===== config.mk =====
export PLATFORM = sky130hd
export DESIGN_NAME = functional_unit_flat
export DESIGN_NICKNAME = d
export VERILOG_FILES = /design/src/rtl/fu_pkg.sv /design/src/rtl/functional_unit_if.sv /design/src/rtl/fu_multiplier.sv /design/src/rtl/functional_unit.sv /design/src/flat_wrapper.sv
export SDC_FILE = /design/constraint.sdc
export NUM_CORES = 1
export LEC_CHECK = 0
export CAP_MARGIN = 10
export CORE_AREA = 2 2 134 136
export CTS_CLUSTER_DIAMETER = 40
export CTS_CLUSTER_SIZE = 20
export DETAILED_ROUTE_END_ITERATION = 10
export DIE_AREA = 0 0 136 138
export GPL_TIMING_DRIVEN = 0
export PLACE_DENSITY_LB_ADDON = 0.12
export RECOVER_POWER = 50
export SYNTH_ARGS = -nofsm -noshare
export SYNTH_HDL_FRONTEND = slang
export SYNTH_SLANG_ARGS = --single-unit
export TNS_END_PERCENT = 30

===== constraint.sdc =====
create_clock -name clk -period 3.6 [get_ports clk]
set_clock_uncertainty 0.1 [all_clocks]
set_input_delay 0.54 -clock clk [delete_from_list [all_inputs] [get_ports clk]]
set_output_delay 0.54 -clock clk [all_outputs]
set_load 0.05 [all_outputs]

===== src/rtl/fu_pkg.sv =====
// fu_pkg: shared definitions for the integer functional unit.
//   - field widths and issue-word layout
//   - opcode encodings
//   - forward-bus packed struct shared with reservation stations and the ROB
//   - multiplier FSM state encoding (exposed for debug)
//   - combinational ALU helper for the single-cycle opcodes
package fu_pkg;

    localparam int OPC_W   = 4;
    localparam int TAG_W   = 6;
    localparam int DATA_W  = 16;
    localparam int ISSUE_W = OPC_W + TAG_W + 2 * DATA_W;  // 42
    localparam int FWD_W   = 1 + TAG_W + DATA_W;          // 23

    // Issue word: {opcode[41:38], rob[37:32], valA[31:16], valB[15:0]}
    localparam int OPC_LSB  = 38;
    localparam int ROB_LSB  = 32;
    localparam int VALA_LSB = 16;
    localparam int VALB_LSB = 0;

    typedef logic [OPC_W-1:0] opcode_t;

    localparam opcode_t OP_ADD = 4'd0;
    localparam opcode_t OP_SUB = 4'd1;
    localparam opcode_t OP_AND = 4'd2;
    localparam opcode_t OP_OR  = 4'd3;
    localparam opcode_t OP_XOR = 4'd4;
    localparam opcode_t OP_SLL = 4'd5;
    localparam opcode_t OP_SRL = 4'd6;
    localparam opcode_t OP_MUL = 4'd7;

    // Forward-bus word: {valid[22], rob[21:16], value[15:0]}
    typedef struct packed {
        logic              valid;
        logic [TAG_W-1:0]  rob;
        logic [DATA_W-1:0] value;
    } fwd_t;

    typedef enum logic [1:0] {
        MUL_IDLE = 2'd0,  // no multiply in flight
        MUL_RUN  = 2'd1,  // shift-add iterations in progress
        MUL_WAIT = 2'd2   // product final, waiting for buffer space
    } mul_state_t;

    // Single-cycle result. MUL is handled by the multiplier; opcodes 8-15
    // produce zero but are still broadcast with their tag.
    function automatic logic [DATA_W-1:0] alu_result(input opcode_t opc,
                                                     input logic [DATA_W-1:0] a,
                                                     input logic [DATA_W-1:0] b);
        logic [DATA_W-1:0] r;
        r = '0;
        case (opc)
            OP_ADD:  r = a + b;
            OP_SUB:  r = a - b;
            OP_AND:  r = a & b;
            OP_OR:   r = a | b;
            OP_XOR:  r = a ^ b;
            OP_SLL:  r = a << b[3:0];
            OP_SRL:  r = a >> b[3:0];
            default: r = '0;
        endcase
        return r;
    endfunction

endpackage


===== src/rtl/functional_unit_if.sv =====
// functional_unit_if: issue port plus common-data-bus forward channel.
//   op_valid/op_data/op_ready : issue handshake
//   flush                     : squash all in-flight work
//   fwd_out/fwd_grant         : forward-bus word and arbiter grant
//   dbg_mul_state             : multiplier FSM state (debug visibility)
// Handshakes: an operation transfers on a posedge where op_valid && op_ready;
// a forward word transfers on a posedge where fwd_out.valid && fwd_grant.
// op_valid must not depend on op_ready; op_ready never depends on fwd_grant.
interface functional_unit_if;
    import fu_pkg::*;

    logic               op_valid;
    logic [ISSUE_W-1:0] op_data;
    logic               op_ready;
    logic               flush;
    fwd_t               fwd_out;
    logic               fwd_grant;
    mul_state_t         dbg_mul_state;

    modport slave (
        input  op_valid, op_data, flush, fwd_grant,
        output op_ready, fwd_out, dbg_mul_state
    );

    modport master (
        output op_valid, op_data, flush, fwd_grant,
        input  op_ready, fwd_out, dbg_mul_state
    );

endinterface


===== src/rtl/fu_multiplier.sv =====
// fu_multiplier: iterative shift-add multiplier, low DATA_W bits of a*b.
//   start    : load a, b, tag_i and begin ITERS iterations (ignored when busy)
//   hold     : result cannot be taken this edge; keep it until hold drops
//   flush    : drop any multiply in progress
//   busy     : a multiply is in flight (including a held result)
//   done     : product/tag_o are final and are consumed on this edge if !hold
//   state    : FSM state for debug
// The last iteration is folded into the done edge, so the product is pushed
// on the edge that takes the iteration count to zero.
module fu_multiplier
    import fu_pkg::*;
#(
    parameter int ITERS = 16
) (
    input  logic              clk,
    input  logic              rst_n,
    input  logic              start,
    input  logic [DATA_W-1:0] a,
    input  logic [DATA_W-1:0] b,
    input  logic [TAG_W-1:0]  tag_i,
    input  logic              hold,
    input  logic              flush,
    output logic              busy,
    output logic              done,
    output logic [DATA_W-1:0] product,
    output logic [TAG_W-1:0]  tag_o,
    output mul_state_t        state
);

    localparam int ITER_W = $clog2(ITERS + 1);

    mul_state_t        state_q,  state_d;
    logic [ITER_W-1:0] iter_q,   iter_d;
    logic [DATA_W-1:0] mcand_q,  mcand_d;
    logic [DATA_W-1:0] mplier_q, mplier_d;
    logic [DATA_W-1:0] acc_q,    acc_d;
    logic [TAG_W-1:0]  tag_q,    tag_d;
    logic [DATA_W-1:0] step_acc;

    assign step_acc = acc_q + (mplier_q[0] ? mcand_q : '0);

    always_comb begin
        state_d  = state_q;
        iter_d   = iter_q;
        mcand_d  = mcand_q;
        mplier_d = mplier_q;
        acc_d    = acc_q;
        tag_d    = tag_q;
        case (state_q)
            MUL_IDLE: begin
                if (start) begin
                    state_d  = MUL_RUN;
                    iter_d   = ITER_W'(ITERS);
                    mcand_d  = a;
                    mplier_d = b;
                    acc_d    = '0;
                    tag_d    = tag_i;
                end
            end
            MUL_RUN: begin
                acc_d    = step_acc;
                mcand_d  = mcand_q << 1;
                mplier_d = mplier_q >> 1;
                iter_d   = iter_q - ITER_W'(1);
                if (iter_q == ITER_W'(1)) begin
                    state_d = hold ? MUL_WAIT : MUL_IDLE;
                end
            end
            MUL_WAIT: begin
                if (!hold) begin
                    state_d = MUL_IDLE;
                end
            end
            default: state_d = MUL_IDLE;
        endcase
        if (flush) begin
            state_d = MUL_IDLE;
            iter_d  = '0;
        end
    end

    always_ff @(posedge clk) begin
        if (!rst_n) begin
            state_q  <= MUL_IDLE;
            iter_q   <= '0;
            mcand_q  <= '0;
            mplier_q <= '0;
            acc_q    <= '0;
            tag_q    <= '0;
        end else begin
            state_q  <= state_d;
            iter_q   <= iter_d;
            mcand_q  <= mcand_d;
            mplier_q <= mplier_d;
            acc_q    <= acc_d;
            tag_q    <= tag_d;
        end
    end

    assign busy    = (state_q != MUL_IDLE);
    assign done    = ((state_q == MUL_RUN) && (iter_q == ITER_W'(1))) || (state_q == MUL_WAIT);
    assign product = (state_q == MUL_WAIT) ? acc_q : step_acc;
    assign tag_o   = tag_q;
    assign state   = state_q;

endmodule


===== src/rtl/functional_unit.sv =====
// functional_unit: integer execution unit behind a reservation-station port.
//   clk, rst_n : clock and synchronous active-low reset
//   bus        : functional_unit_if.slave (issue port, flush, forward channel)
// Single-cycle ALU results and iterative multiply results share a two-entry
// result buffer whose head is driven onto the forward bus. Only one push can
// happen per edge: ALU ops are only accepted while the multiplier is idle.
module functional_unit
    import fu_pkg::*;
#(
    parameter int FIFO_DEPTH = 2,
    parameter int MUL_ITERS  = 16
) (
    input logic               clk,
    input logic               rst_n,
    functional_unit_if.slave  bus
);

    localparam logic [1:0] DEPTH = 2'(FIFO_DEPTH);

    opcode_t           opc;
    logic [TAG_W-1:0]  rob;
    logic [DATA_W-1:0] val_a;
    logic [DATA_W-1:0] val_b;

    assign opc   = bus.op_data[OPC_LSB  +: OPC_W];
    assign rob   = bus.op_data[ROB_LSB  +: TAG_W];
    assign val_a = bus.op_data[VALA_LSB +: DATA_W];
    assign val_b = bus.op_data[VALB_LSB +: DATA_W];

    logic              mul_busy;
    logic              mul_done;
    logic [DATA_W-1:0] mul_product;
    logic [TAG_W-1:0]  mul_tag;
    mul_state_t        mul_state;

    logic [1:0] count_q, count_d;
    fwd_t       entry_q [2];
    fwd_t       entry_d [2];

    logic       op_ready;
    logic       accept;
    logic       is_mul;
    logic       pop;
    logic       room;
    logic       push_alu;
    logic       push_mul;
    logic       push;
    fwd_t       push_entry;
    logic [1:0] wr_slot;

    // Depends only on registered state, reset and flush -- never on grant.
    assign op_ready = rst_n && !mul_busy && (count_q < DEPTH) && !bus.flush;
    assign accept   = bus.op_valid && op_ready;
    assign is_mul   = (opc == OP_MUL);
    assign pop      = bus.fwd_grant && (count_q != 2'd0);
    // A pop on the same edge frees a slot for a completing multiply.
    assign room     = (count_q < DEPTH) || pop;
    assign push_alu = accept && !is_mul;
    assign push_mul = mul_done && room;
    assign push     = push_alu || push_mul;

    always_comb begin
        push_entry       = '0;
        push_entry.valid = 1'b1;
        if (push_mul) begin
            push_entry.rob   = mul_tag;
            push_entry.value = mul_product;
        end else begin
            push_entry.rob   = rob;
            push_entry.value = alu_result(opc, val_a, val_b);
        end
    end

    fu_multiplier #(
        .ITERS (MUL_ITERS)
    ) u_mul (
        .clk     (clk),
        .rst_n   (rst_n),
        .start   (accept && is_mul),
        .a       (val_a),
        .b       (val_b),
        .tag_i   (rob),
        .hold    (!room),
        .flush   (bus.flush),
        .busy    (mul_busy),
        .done    (mul_done),
        .product (mul_product),
        .tag_o   (mul_tag),
        .state   (mul_state)
    );

    // Entry 0 is always the head; a pop shifts entry 1 forward and a push
    // lands in the first free slot after that shift.
    always_comb begin
        entry_d = entry_q;
        count_d = count_q;
        wr_slot = pop ? (count_q - 2'd1) : count_q;
        if (bus.flush) begin
            count_d = 2'd0;
        end else begin
            if (pop) begin
                entry_d[0] = entry_q[1];
            end
            if (push) begin
                if (wr_slot == 2'd0) begin
                    entry_d[0] = push_entry;
                end else begin
                    entry_d[1] = push_entry;
                end
            end
            case ({push, pop})
                2'b10:   count_d = count_q + 2'd1;
                2'b01:   count_d = count_q - 2'd1;
                default: count_d = count_q;
            endcase
        end
    end

    always_ff @(posedge clk) begin
        if (!rst_n) begin
            count_q <= 2'd0;
            entry_q <= '{default: '0};
        end else begin
            count_q <= count_d;
            entry_q <= entry_d;
        end
    end

    assign bus.op_ready      = op_ready;
    assign bus.fwd_out       = (rst_n && (count_q != 2'd0)) ? entry_q[0] : '0;
    assign bus.dbg_mul_state = mul_state;

endmodule


===== src/flat_wrapper.sv =====
// flat-port wrapper written by rule: the top's interface ports become plain ports
module functional_unit_flat import fu_pkg::*;
#(
    parameter int FIFO_DEPTH = 2,
    parameter int MUL_ITERS  = 16
)
  (clk, rst_n, bus_op_valid, bus_op_data, bus_flush, bus_fwd_grant, bus_op_ready, bus_fwd_out, bus_dbg_mul_state);
  functional_unit_if bus_i ();
  input logic clk;
  input logic rst_n;
  input wire logic [$bits(bus_i.op_valid)-1:0] bus_op_valid;
  input wire logic [$bits(bus_i.op_data)-1:0] bus_op_data;
  input wire logic [$bits(bus_i.flush)-1:0] bus_flush;
  input wire logic [$bits(bus_i.fwd_grant)-1:0] bus_fwd_grant;
  output wire logic [$bits(bus_i.op_ready)-1:0] bus_op_ready;
  output wire logic [$bits(bus_i.fwd_out)-1:0] bus_fwd_out;
  output wire logic [$bits(bus_i.dbg_mul_state)-1:0] bus_dbg_mul_state;
  assign bus_i.op_valid = bus_op_valid;
  assign bus_i.op_data = bus_op_data;
  assign bus_i.flush = bus_flush;
  assign bus_i.fwd_grant = bus_fwd_grant;
  assign bus_op_ready = bus_i.op_ready;
  assign bus_fwd_out = bus_i.fwd_out;
  assign bus_dbg_mul_state = bus_i.dbg_mul_state;
  functional_unit #(.FIFO_DEPTH(FIFO_DEPTH), .MUL_ITERS(MUL_ITERS)) u_core (.clk(clk), .rst_n(rst_n), .bus(bus_i));
endmodule

-- Yosys cells after proc, flatten, opt, wreduce, memory -nomap -nowiden
Index checks and enable logic that the tools add are counted.
- bits in registers: 109
- RAM bits: 0
- ROM bits: 0
- memories kept: 0
- output and inout port bits: 26
- input bits: 47
- latch bits: 0
- word-level logic and storage cells: 95
- $lt $le $gt $ge: 1
- shift-type cells: 2
- div/mod/pow operators: 0
- muxes and demuxes: 24
- equal/unequal tests: 15
- multiply operators: 0
- reduce and logical (&&, ||, !) cells: 28
- add/subtract/negate cells: 6
- bitwise gates (word level): 6
- operators with widths (kind ; number):
    $pmux W16 S7 ; 1
    $pmux W16 S2 ; 3
    $mux W23 ; 4
    $mux W16 ; 5
    $mux W46 ; 1
    $add A16 B16 Y16 ; 2
    $mux W22 ; 1
    $and A16 B16 Y16 ; 1
    $eq A4 B3 Y1 const B ; 4
    $or A16 B16 Y16 ; 1
    $shl A16 B4 Y16 ; 1
    $shr A16 B4 Y16 ; 1
    $sub A16 B16 Y16 ; 1
    $xor A16 B16 Y16 ; 1
    $logic_and A1 B1 Y1 ; 10
    $mux W2 ; 5
    $pmux W5 S2 ; 1
    $eq A4 B2 Y1 const B ; 2
    $reduce_bool A2 Y1 ; 4
    $pmux W2 S3 ; 1
    $reduce_and A3 Y1 ; 2
    $eq A5 B1 Y1 const B ; 1
    $mux W5 ; 1
    $sub A5 B1 Y5 const B ; 1
    other kinds (16) ; 27

-- Depth between registers and ports, before layout
Gate-level depths: netlist of the first run.
- word-level depth: 10
- depth in mapped cells: 17
- depth with buffers taken out: 15

-- Cells and area by module
A second synthesis of the first run with hierarchy kept.
- cell total of the unflattened synthesis: 1238
- area, all modules: 9830.7 um^2
- by module, submodules not included (module ; seq. area each (um^2) ; area each (um^2) ; cells an instance ; instances):
    functional_unit ; 960.9 ; 6070.8 ; 772 ; 1
    fu_multiplier ; 1221.2 ; 3759.9 ; 466 ; 1

-- Worst setup path before layout of the first run
OpenSTA, ideal clock, no wires.
- path type: input to register
- start point: input bus_op_data[2]
- end point: register u_core.entry_q[38] (netlist bit)
- path buffers: 1
- path slack: -0.323 ns
- arrival time: 3.735 ns
- required time: 3.412 ns
- setup time: 0.088 ns
- stages: 16
- path through: buf_6 > or4_4 > nor3_2 > nand2_1 > nor2_1 > a41oi_1 > xnor2_1 > ha_1 > a21oi_1 > o21ai_1 > or3_1 > or3b_1 > o21a_1 > xnor2_1 > o31a_1 > a311oi_2
- word-level cells in the longest chain between the ends: 5
- elaborated cells on any way between the ends: 8
- classes of those cells: add/sub (2); shift (2); mux (4)
- RTL lines (item ; line ; text):
    from (decl) ; flat_wrapper.sv:12 ; input wire logic [$bits(bus_i.op_data)-1:0] bus_op_data;
    $sub A16 B16 Y16, or another cell as far along ; fu_pkg.sv:54 ; OP_SUB: r = a - b;
    $pmux W16 S7 (*) ; fu_pkg.sv:52 ; case (opc)
    $mux W22 (*) ; functional_unit.sv:65 ; if (push_mul) begin
    $mux W23 (*) ; functional_unit.sv:105 ; if (wr_slot == 2'd0) begin
    $mux W46 (*) ; functional_unit.sv:104 ; if (push) begin
    to (signal assigned) ; functional_unit.sv:125 ; entry_q <= entry_d;
    to (decl) ; functional_unit.sv:37 ; fwd_t entry_q [2];
Mark *: on every way between the ends. The rest lies on a longest branch, timed or not.
A chain may end at the register's enable or synchronous reset.

-- Final worst setup path of the first run
- start point: input bus_op_data[4]
- end point: register u_core.entry_q[38] (netlist bit)
- word-level cells in the longest chain between the ends: 5
- elaborated cells on any way between the ends: 6
- classes of those cells: add/sub (2); mux (4)
- RTL lines (item ; line):
    $sub A16 B16 Y16 / $add A16 B16 Y16 (equally long branches) ; fu_pkg.sv:54, fu_pkg.sv:53
    $pmux W16 S7 (*) ; fu_pkg.sv:52
    $mux W22 (*) ; functional_unit.sv:65
    $mux W23 (*) ; functional_unit.sv:105
    $mux W46 (*) ; functional_unit.sv:104
Marks and branches as above.

==> summary.txt, run 1 <==
Run status
  • Outcome: finished, violations left
  • Violated checks: negative setup slack

Final layout
  • Diodes inserted: 0
  • Synth-to-Final Area Change: 20.74%
  • Nets@finish: 1424
  • Share of layout cells above drive strength 1: 11.36%

GRT
  • Grt total ovfl: 0
  • Largest net degree at the start of global routing: 18
  • First-pass GRT wire length: 52.72 mm
  • Antenna violations before repair: 0
  • Total track usage: 36.16%
  • Vias in the first global route: 9160

Drt
  • Vias: 9943
  • Routed len/inst: 22.32 um
  • Routed WL: 34.39 mm
  • Drt via density: 6.452
  • Detailed Route Iter0 Violations: 1084
  • Final ANT Viol Nets: 0
  • Drt drc: 0
  • Drt pass-1 iters: 5

Floorplanning
  • # IOs: 73
  • Die height: 138 um
  • Die X-Extent: 136 um
  • Effective utilization at floorplan: 52.65%
  • Core Region: 17530 sq um
  • FP Rows: 49
  • Die area: 18770 sq um

Worst setup path
  • Slowest CP cell: or4_4
  • Worst r2r src: u_core.u_mul.mplier_q[0]
  • Startpoint types: input port
  • Reg2Reg Depth: 11
  • Element type at the critical path end: register
  • Largest delay share family, worst path: simple AND/OR/NAND/NOR gates
  • WS Path Type: in2reg
  • Crit path max fanout: 5
  • Setup crit start: bus_op_data[4]
  • CP Cell Sequence: buf_8 > or4_4 > nor3_4 > nand2_2 > nor2_4 > a31o_2 > xnor2_1 > ha_1 > a21oi_1 > o21ai_2 > or3_1 > or3b_1 > o21a_2 > xnor2_2 > o31a_1 > a311oi_2
  • Flop-to-flop setup slack: 170 ps
  • Critical path depth: 16
  • Worst EP required: 3770 ps
  • CP bufs+invs: 1
  • Setup crit end: u_core.entry_q[38]
  • RR Endpoint: u_core.entry_q[36]
  • Critical Path Max Stage Delay: 560 ps
  • Data arrival, critical path: 4080 ps

STA
  • Max frequency: 255.8 MHz
  • Max-slew headroom: 28.25%
  • Worst slew pin tran: 1073 ps
  • Final hold violations: 0
  • Final setup fails: 15
  • Final Cycle Share: 108.6%
  • Worst setup margin: -309.4 ps
  • Fin. max-slew vios: 0
  • Minimum clock period: 3909 ps
  • RSZ-0062 raised after global routing: yes

Yosys
  • Synth Area per Inst: 7.655 sq um
  • YS warnings: 0
  • Yosys top cell area share: 23.64%
  • Cells after Synth: 1206
  • Synth area leader: dfxtp_1
  • Ys async rst share: 0%
  • Distinct cells, synth: 83
  • Cell with the most instances after synthesis: nor2_1
  • FF+latch count, synth: 109
  • Seq/Total Area, Yosys: 23.64%
  • Top post-synthesis cells by area: dfxtp_1, ha_1, nor2_1
  • Number of synthesized flops with an enable pin: 0
  • Synthesized Nets: 1323
  • Top cells by count, synth: nor2_1, nand2_1, dfxtp_1, a21oi_1, ha_1
  • Top FF cell, synth: dfxtp_1
  • Mapped Area: 9231 sq um

Clocking
  • Clock transition at the registers of the reported paths: 70 ps
  • Worst-Skew Late Latency: 360 ps
  • H-tree Lvls: 3
  • TritonCTS clock tree: yes
  • Clock Path Buffers: 2
  • CTS buffer count: 9
  • Root Driver: clkbuf_16
  • Clock sink total: 109
  • Post-CTS Hold Fix Bufs: 0

Placed design
  • Dpl ws: -1530 ps
  • # port buffers: 72
  • Hpwl dp: 25.82 mm
  • Routability cong.: 1.069

Power
  • Total power draw: 3214 uW
  • Peak VDD IR: 277.9 uV
  • Pwr dens: 288.4 nW/um^2
  • Leak pwr: 0.004550 uW

Run
  • Max cap viols: 0

Min path
  • Worst Hold Depth: 2
  • Worst Min Path Start: u_core.u_mul.tag_o[2]
  • HP Class: reg2reg
[stage by stage]
step	hold WS [ps]	instances	setup TNS (ps)	util, %	instance area [sq um]
2_1_floorplan	330.8	1206	-500.7	-	9234
5_1_grt	371.9	1541	-4664	63.57	11150
3_3_place_gp	341.4	1507	-33900	58.41	10240
3_5_place_dp	346.7	1507	-35840	58.41	10240
6_report	356.6	1541	-2225	63.57	11150
4_1_cts	356.9	1536	-460.5	62.29	10920
[layout by cell type, fill, tap and decap left out, drive strengths merged, types with 32 or more instances in the layout]
cell           count
inv               49
ha                68
dfxtp            109
mux2i             32
clkbuf            76
buf               44
a311oi            33
and2              45
o21ai             53
nand2            139
nor2             149
a211oi            39
a21oi             90
clkdlybuf4s50     43
[state kept, by name (all words and copies together) (netlist names)]
name                   count
u_core.count_q             2
u_core.u_mul.tag_o         6
u_core.u_mul.mplier_q     16
u_core.u_mul.mcand_q      16
u_core.u_mul.iter_q        5
u_core.entry_q            46
u_core.u_mul.acc_q        16
u_core.u_mul.state         2
[kinds of logic (layout without fill, tap and decap cells)]
kind of cell | count (synthesis) | in the layout | share of synthesized area (%)
xor+xnor | 38 | 38 | 3.687
flops | 109 | 109 | 23.64
buf+inv | 136 | 242 | 5.774
mux | 56 | 56 | 8.471
fa+ha+maj | 70 | 70 | 9.650
simple gates | 445 | 445 | 22.54
compound gates | 352 | 352 | 26.24
[worst min-delay path, stage by stage, from the launching register on]
cell and delay (ps):
dfxtp_1 310, nand2_1 50, a21oi_1 50
[metal layers]
layer | share of wire (%) | vias up | GRT usage [%]
li1 | - | 4596 | -
met1 | 44 | 4761 | 52.42
met2 | 44 | 512 | 54.91
met3 | 9.4 | 74 | 6.857
met4 | 2.7 | 0 | 9.759
met5 | 0 | - | 0
[power by group]
part | internal [uW] | switching [uW] | total [uW] | leakage [uW]
Clock | 614 | 474 | 1090 | 0.000150
Combinational | 358 | 533 | 891 | 0.00352
Sequential | 1220 | 11.5 | 1240 | 0.000880
Total | 2200 | 1020 | 3210 | 0.00455
[timing repair]
action	in CTS	in global routing
gates resized for setup	100	54
pin swaps	27	26
setup endpoints to repair	32	32
setup buffers	16	5
[area by class of cell]
cell class | count | area (sq um)
clock inverters | 5 | 85.08
flip-flops and latches | 109 | 2182
repair buffers | 93 | 927.1
clock buffers | 11 | 232.7
inverters | 50 | 196.4
multi-input cells | 961 | 6822
well taps | 229 | 286.5
plain buffers | 83 | 414.1
fillers | 1622 | 6389
[how the worst min path moves through the flow]
stage | end | slack, ps
global route | u_core.u_mul.tag_o[2] | 370
global placement | u_core.u_mul.tag_o[3] | 340
finish | u_core.u_mul.tag_o[2] | 360
detailed placement | u_core.u_mul.tag_o[2] | 350
CTS | u_core.u_mul.tag_o[2] | 360
floorplan | u_core.entry_q[43] | 330
(Power assumes the default switching activity.)
==> inputs of run 2 (changes only) <==
--- a/config.mk
+++ b/config.mk
@@ -17,4 +17,4 @@
 export SYNTH_ARGS = -nofsm -noshare
 export SYNTH_HDL_FRONTEND = slang
 export SYNTH_SLANG_ARGS = --single-unit
-export TNS_END_PERCENT = 30
+export TNS_END_PERCENT = 50
==> run 2 against run 1 <==
The run still ends with negative setup slack left; die area stayed put; power is 0.55% lower; non-clock buffer count is 2 higher; routed wire length is 1.5% lower; combinational power is 0.4% higher; via count is 1.8% lower; utilization is 0.17 points lower; fmax is 1.7% higher; critical path depth is 3 lower; largest cell class unchanged.
==> summary.txt, run 2 (synthesis results as in run 1) <==
STA
  • Worst setup margin: -245.0 ps (+64.39 ps)
  • Fin Setup TNS: -617.4 ps (+1607 ps)
  • Worst slew pin tran: 1017 ps (-56.23 ps)
  • Fin. max-slew vios: 0 (unchanged)
  • Final Cycle Share: 106.8% (-1.8 points)
  • Final hold violations: 0 (unchanged)
  • RSZ-0062 raised after global routing: yes
  • Final setup fails: 4 (-11)
  • Max frequency: 260.1 MHz (+1.7%)
  • Minimum clock period: 3845 ps (-64.39 ps)
  • Max-slew headroom: 32.01% (+3.8 points)

Floorplanning
  • Die area: 18770 sq um (unchanged)
  • Die height: 138 um (unchanged)
  • # IOs: 73 (unchanged)
  • FP Rows: 49 (unchanged)
  • Die X-Extent: 136 um (unchanged)
  • Effective utilization at floorplan: 52.65% (unchanged)
  • Core Region: 17530 sq um (unchanged)

Worst setup path
  • Worst EP required: 3790 ps (+20 ps)
  • Element type at the critical path end: register
  • Slowest CP cell: clkdlybuf4s50_1
  • WS Path Type: in2reg
  • Reg2Reg Depth: 11 (unchanged)
  • CP Cell Sequence: clkdlybuf4s50_1 > nor4_4 > a31o_4 > xnor2_1 > ha_1 > a21oi_2 > o21ai_2 > or3_1 > or3b_1 > o21a_1 > xnor2_2 > o31a_1 > a311oi_2
  • RR Endpoint: u_core.entry_q[36]
  • Data arrival, critical path: 4040 ps (-40 ps)
  • Worst r2r src: u_core.u_mul.mplier_q[0]
  • Flop-to-flop setup slack: 130 ps (-40 ps)
  • Startpoint types: input port
  • Critical Path Max Stage Delay: 660 ps (+100 ps)
  • Setup crit end: u_core.entry_q[38]
  • Crit path max fanout: 6 (+1)
  • Setup crit start: bus_op_data[9]

Drt
  • Detailed Route Iter0 Violations: 1017 (-6.2%)
  • Drt pass-1 iters: 6 (+1)
  • Routed len/inst: 21.97 um (-1.6%)
  • Drt via density: 6.328 (-1.9%)
  • Final ANT Viol Nets: 0 (unchanged)
  • Routed WL: 33.89 mm (-1.5%)
  • Vias: 9764 (-1.8%)
  • Drt drc: 0 (unchanged)

Final layout
  • Most frequent cells in the layout: nor2_1, nand2_1, dfxtp_1, a21oi_1, ha_1
  • Multi-input logic area: 6825 sq um (about the same)
  • Commonest non-fill, non-tap cell in the layout: nor2_1
  • Synth-to-Final Area Change: 20.41%
  • FILL cells: 1598 (-1.5%)
  • Core Util, Final: 63.39% (-0.17 points)
  • Nets@finish: 1426 (+0.14%)
  • Share of layout cells above drive strength 1: 11.49% (+0.13 points)
  • Seq. cell area: 2182 sq um (unchanged)
  • Most flop-heavy register: u_core.entry_q
  • Diodes inserted: 0 (unchanged)
  • Non-Filler Instances: 1543 (+0.13%)
  • Largest register FFs: 46 (unchanged)

Run status
  • Outcome: finished, violations left
  • Violated checks: negative setup slack

Power
  • Peak VDD IR: 240.9 uV (-13%)
  • Pwr dens: 287.6 nW/um^2 (-0.28%)
  • Switching pwr: 1055 uW (+3.6%)
  • Pint: 2142 uW (-2.5%)
  • Total power draw: 3197 uW (-0.55%)
  • Leak pwr: 0.004401 uW (-3.3%)
  • Power share of the sequential group: 38.6% (+0.2 points)
  • Clock Power Share: 33.4% (-0.4 points)
  • Combinational power share: 28.0% (+0.3 points)
  • Switch share: 33.01% (+1.3 points)

Placed design
  • Dpl ws: -1598 ps (-68.17 ps)
  • # port buffers: 72 (unchanged)
  • Hpwl dp: 25.86 mm (+0.18%)
  • Routability cong.: 1.074 (+0.52%)
  • Cells after DPL: 1507 (unchanged)

Clocking
  • Clock Path Buffers: 2 (unchanged)
  • Post-CTS Hold Fix Bufs: 0 (unchanged)
  • CTS buffer count: 9 (unchanged)
  • Clock sink total: 109 (unchanged)
  • TritonCTS clock tree: yes
  • Worst-Skew Late Latency: 370 ps (about the same)
  • H-tree Lvls: 3 (unchanged)
  • Root Driver: clkbuf_16
  • Clock transition at the registers of the reported paths: 80 ps (about the same)

Run
  • Max cap viols: 0 (unchanged)

GRT
  • Vias in the first global route: 9111 (-0.53%)
  • Antenna violations before repair: 0 (unchanged)
  • Largest net degree at the start of global routing: 20 (+2)
  • Grt total ovfl: 0 (unchanged)
  • Total track usage: 36.23% (+0.077 points)
  • First-pass GRT wire length: 52.47 mm (-0.47%)

Min path
  • HP Class: reg2reg
-- run 2: worst min-delay path by stage --
stage                          startpoint                    end  slack [ps]  depth (start not counted)
floorplan              u_core.entry_q[43]     u_core.entry_q[43]         330                          2
global placement    u_core.u_mul.tag_o[0]  u_core.u_mul.tag_o[0]         340                          2
detailed placement  u_core.u_mul.tag_o[3]  u_core.u_mul.tag_o[3]         350                          2
CTS                 u_core.u_mul.tag_o[3]  u_core.u_mul.tag_o[3]         360                          2
global route        u_core.u_mul.tag_o[1]  u_core.u_mul.tag_o[1]         380                          2
finish              u_core.u_mul.tag_o[4]  u_core.u_mul.tag_o[4]         360                          2
-- run 2: power by group through the flow --
stage	clock network (uW)	registers [uW]	logic, uW
after floorplan	0	1260	477
after detailed placement	0	1260	759
final	1070	1230	895
after global placement	0	1260	754
after global routing	1110	1240	957
after CTS	1070	1230	830
-- run 2: area by class of cell --
class,count,share of cell area (%)
Clock buffer,10,2.060
Multi-Input combinational cell,961,61.40
Inverter,50,1.745
Tap cell,229,2.578
Buffer,81,3.557
Clock inverter,6,0.6866
Sequential cell,109,19.63
Timing Repair Buffer,97,8.341
-- run 2: per-stage QoR --
stage               cell area, sq um  hold WS, ps
finish                         11120        360.2
global route                   11120        379.5
CTS                            10960        356.0
detailed placement             10240        346.0
global placement               10240        340.6
floorplan                       9238        330.8
-- run 2: critical path, delay by kind of cell --
kind                     cells  cell delay [ps]
adder cells (fa/ha/maj)      1              300
AO/OA/AOI/OAI                6             1130
XOR/XNOR                     2              290
buffers and inverters        1              660
AND/OR/NAND/NOR              3             1100
-- run 2: metal layers --
| metal | global-route usage, % | wire [um] |
|---|---|---|
| met2 | 54.01 | 14750 |
| met1 | 52.62 | 15080 |
| met3 | 6.784 | 3217 |
| met4 | 11.84 | 848 |
| met5 | 0 | 0 |
-- run 2: what timing repair did --
| item | 4_1_cts | 5_1_grt |
|---|---|---|
| gates cloned | 1 | 0 |
| gates resized for setup | 93 | 46 |
| setup endpoints to repair | 32 | 34 |
| pin swaps | 27 | 29 |
| endpoints found under the hold margin | 0 | 0 |
| buffers inserted | 17 | 7 |
==> inputs of run 3 (changes only) <==
--- a/config.mk
+++ b/config.mk
@@ -6,11 +6,11 @@
 export NUM_CORES = 1
 export LEC_CHECK = 0
 export CAP_MARGIN = 10
-export CORE_AREA = 2 2 134 136
+export CORE_AREA = 2 2 154 119
 export CTS_CLUSTER_DIAMETER = 40
 export CTS_CLUSTER_SIZE = 20
 export DETAILED_ROUTE_END_ITERATION = 10
-export DIE_AREA = 0 0 136 138
+export DIE_AREA = 0 0 156 121
 export GPL_TIMING_DRIVEN = 0
 export PLACE_DENSITY_LB_ADDON = 0.12
 export RECOVER_POWER = 50
==> run 3 against run 2 <==
The run still ends with negative setup slack left; routed wire length increased by 2.8%; worst hold slack got worse by 2.9 ps; die area increased by 0.58%; critical path depth unchanged; sequential share of layout area about the same; register-to-register slack got worse by 30 ps; global-route usage increased by 0.37 points; cell count about the same; fmax decreased by 2.0%; critical endpoint unchanged; largest power group unchanged; highest routed layer is now met5.
==> summary.txt, run 3 (synthesis results as in run 1) <==
Min path
  • Worst Hold Depth: 2 (unchanged)
  • Hold EP: u_core.u_mul.tag_o[5]
  • Worst Min Path Start: u_core.u_mul.tag_o[5]
  • HP Class: reg2reg

Drt
  • Drt drc: 0 (unchanged)
  • Drt pass-1 iters: 6 (unchanged)
  • Routed len/inst: 22.60 um (+2.9%)
  • Routed WL: 34.85 mm (+2.8%)
  • Vias: 10040 (+2.9%)
  • Final ANT Viol Nets: 0 (unchanged)
  • Drt via density: 6.513 (+2.9%)
  • Detailed Route Iter0 Violations: 1137 (+12%)

Final layout
  • Most frequent cells in the layout: nor2_1, nand2_1, dfxtp_1, a21oi_1, clkbuf_1
  • Largest register FFs: 46 (unchanged)
  • Seq. cell area: 2182 sq um (unchanged)
  • FILL cells: 1589 (-0.56%)
  • Core Util, Final: 64.40% (+1.0 points)
  • Fin area: 11130 sq um (+0.17%)
  • Multi-input logic area: 6850 sq um (+0.37%)
  • Diodes inserted: 0 (unchanged)
  • Commonest non-fill, non-tap cell in the layout: nor2_1
  • Share of layout cells above drive strength 1: 12.63% (+1.1 points)
  • Most flop-heavy register: u_core.entry_q
  • Nets@finish: 1434 (+0.56%)
  • Synth-to-Final Area Change: 20.62%
  • Non-Filler Instances: 1542 (-0.065%)

Clocking
  • H-tree Lvls: 3 (unchanged)
  • Clock transition at the registers of the reported paths: 70 ps (about the same)
  • Clock Path Buffers: 2 (unchanged)
  • Root Driver: clkbuf_16
  • Worst-Skew Late Latency: 370 ps (about the same)
  • TritonCTS clock tree: yes
  • Post-CTS Hold Fix Bufs: 0 (unchanged)
  • CTS buffer count: 9 (unchanged)
  • Clock sink total: 109 (unchanged)

Power
  • Switching pwr: 1064 uW (+0.86%)
  • Switch share: 33.16% (+0.15 points)
  • Total power draw: 3209 uW (+0.39%)
  • Pwr dens: 288.2 nW/um^2 (+0.22%)
  • Clock Power Share: 32.7% (-0.7 points)
  • Peak VDD IR: 238.3 uV (-1.0%)
  • Pint: 2145 uW (+0.16%)
  • Combinational power share: 28.7% (+0.7 points)
  • Leak pwr: 0.004365 uW (-0.82%)
  • Power share of the sequential group: 38.5% (about the same)

STA
  • Final Cycle Share: 109.0% (+2.2 points)
  • Max frequency: 254.9 MHz (-2.0%)
  • RSZ-0062 raised after global routing: yes
  • Worst slew pin tran: 1181 ps (+163.5 ps)
  • Final hold violations: 0 (unchanged)
  • Max-slew headroom: 21.08% (-11 points)
  • Worst setup margin: -322.7 ps (-77.70 ps)
  • Final setup fails: 11 (+7)
  • Fin. max-slew vios: 0 (unchanged)
  • Minimum clock period: 3923 ps (+77.70 ps)

GRT
  • GR peak layer: met1
  • Grt total ovfl: 0 (unchanged)
  • Vias in the first global route: 9066 (-0.49%)
  • Total track usage: 36.61% (+0.37 points)
  • Largest net degree at the start of global routing: 20 (unchanged)
  • Antenna violations before repair: 1 (+1)
  • Met1 GRT Util: 54.12% (+1.5 points)
  • GR Util met3: 11.64% (+4.9 points)
  • Met2 usage: 49.64% (-4.4 points)
  • First-pass GRT wire length: 52.58 mm (+0.21%)

Floorplanning
  • Core Region: 17290 sq um (-1.4%)
  • Die X-Extent: 156 um (+15%)
  • Die height: 121 um (-12%)
  • # IOs: 73 (unchanged)
  • Effective utilization at floorplan: 53.39% (+0.75 points)
  • Die area: 18880 sq um (+0.58%)
  • FP Rows: 42 (-14%)

Worst setup path
  • Reg2Reg Depth: 11 (unchanged)
  • RR Endpoint: u_core.entry_q[36]
  • CP Cell Sequence: clkdlybuf4s50_1 > nor4_4 > a31o_4 > xnor2_1 > ha_1 > a21oi_2 > o21ai_2 > or3_1 > or3b_1 > o21a_1 > xnor2_2 > o31a_1 > a311oi_2
  • Critical Path Max Stage Delay: 620 ps (-40 ps)
  • Worst r2r src: u_core.u_mul.mplier_q[0]
  • Flop-to-flop setup slack: 100 ps (-30 ps)
  • Largest delay share family, worst path: simple AND/OR/NAND/NOR gates
  • Element type at the critical path end: register
  • Data arrival, critical path: 4100 ps (+60 ps)
  • WS Path Type: in2reg
  • Crit path max fanout: 5 (-1)
  • Critical path depth: 13 (unchanged)
  • Startpoint types: input port
  • Worst EP required: 3780 ps (about the same)
  • Slowest CP cell: clkdlybuf4s50_1
  • CP bufs+invs: 1 (unchanged)

Placed design
  • Hpwl dp: 25.60 mm (-1.0%)
  • Area after DPL: 10230 sq um (-0.11%)
  • Routability cong.: 1.056 (-1.7%)
  • # port buffers: 72 (unchanged)
  • Dpl ws: -1604 ps (-5.470 ps)
  • Cells after DPL: 1498 (-0.60%)

Run status
  • Violated checks: negative setup slack
  • Outcome: finished, violations left

Run
  • Max cap viols: 0 (unchanged)
==> run 3: what timing repair did <==
item / 4_1_cts / 5_1_grt
gates cloned: 0 / 0
buffers inserted: 27 / 7
pin swaps: 38 / 30
endpoints found under the setup margin: 31 / 30
gates resized for setup: 114 / 51
==> run 3: layer usage <==
| layer | wire length [um] | vias up |
|---|---|---|
| li1 | - | 4629 |
| met1 | 15880 | 4705 |
| met2 | 13580 | 620 |
| met3 | 4228 | 87 |
| met4 | 1150 | 2 |
| met5 | 13 | - |
==> run 3: how the worst max path moves through the flow <==
stage                                from            endpoint  slack (ps)
after floorplan            bus_op_data[2]  u_core.entry_q[38]        -250
after global placement    bus_op_data[38]  u_core.entry_q[32]       -1560
after detailed placement  bus_op_data[38]  u_core.entry_q[11]       -1600
after CTS                  bus_op_data[2]  u_core.entry_q[38]        -240
after global routing       bus_op_data[4]  u_core.entry_q[38]        -420
final                     bus_op_data[12]  u_core.entry_q[38]        -320
==> run 3: metrics by stage <==
step	TNS, ps	hold WS [ps]
global placement	-37580	340.7
finish	-1075	357.3
detailed placement	-37240	345.6
CTS	-499.6	355.8
global route	-4178	372.2
floorplan	-462.4	330.8
==> run 3: layout make-up <==
cell class | count | area share (%)
tap | 220 | 2.472
buffer | 80 | 3.573
timing repair buffer | 106 | 8.316
sequential | 109 | 19.60
multi-input combinational | 961 | 61.52
clock inverter | 7 | 0.7529
inverter | 50 | 1.742
clock buffer | 9 | 2.023
==> run 3: power by group through the flow <==
stage | clock [uW] | combinational (uW) | sequential, uW
final | 1050 | 923 | 1240
after global routing | 1090 | 970 | 1240
after CTS | 1050 | 840 | 1240
after detailed placement | 0 | 753 | 1260
after global placement | 0 | 751 | 1260
after floorplan | 0 | 477 | 1260
==> run 3: worst register-to-register path, delay by kind of cell (launching register included) <==
kind	cells	cell delay, ps
AOI/OAI and AO/OA	7	1740
DFF	1	510
and+or+nand+nor	2	410
buffers and inverters	1	340
adders and majority gates	1	280
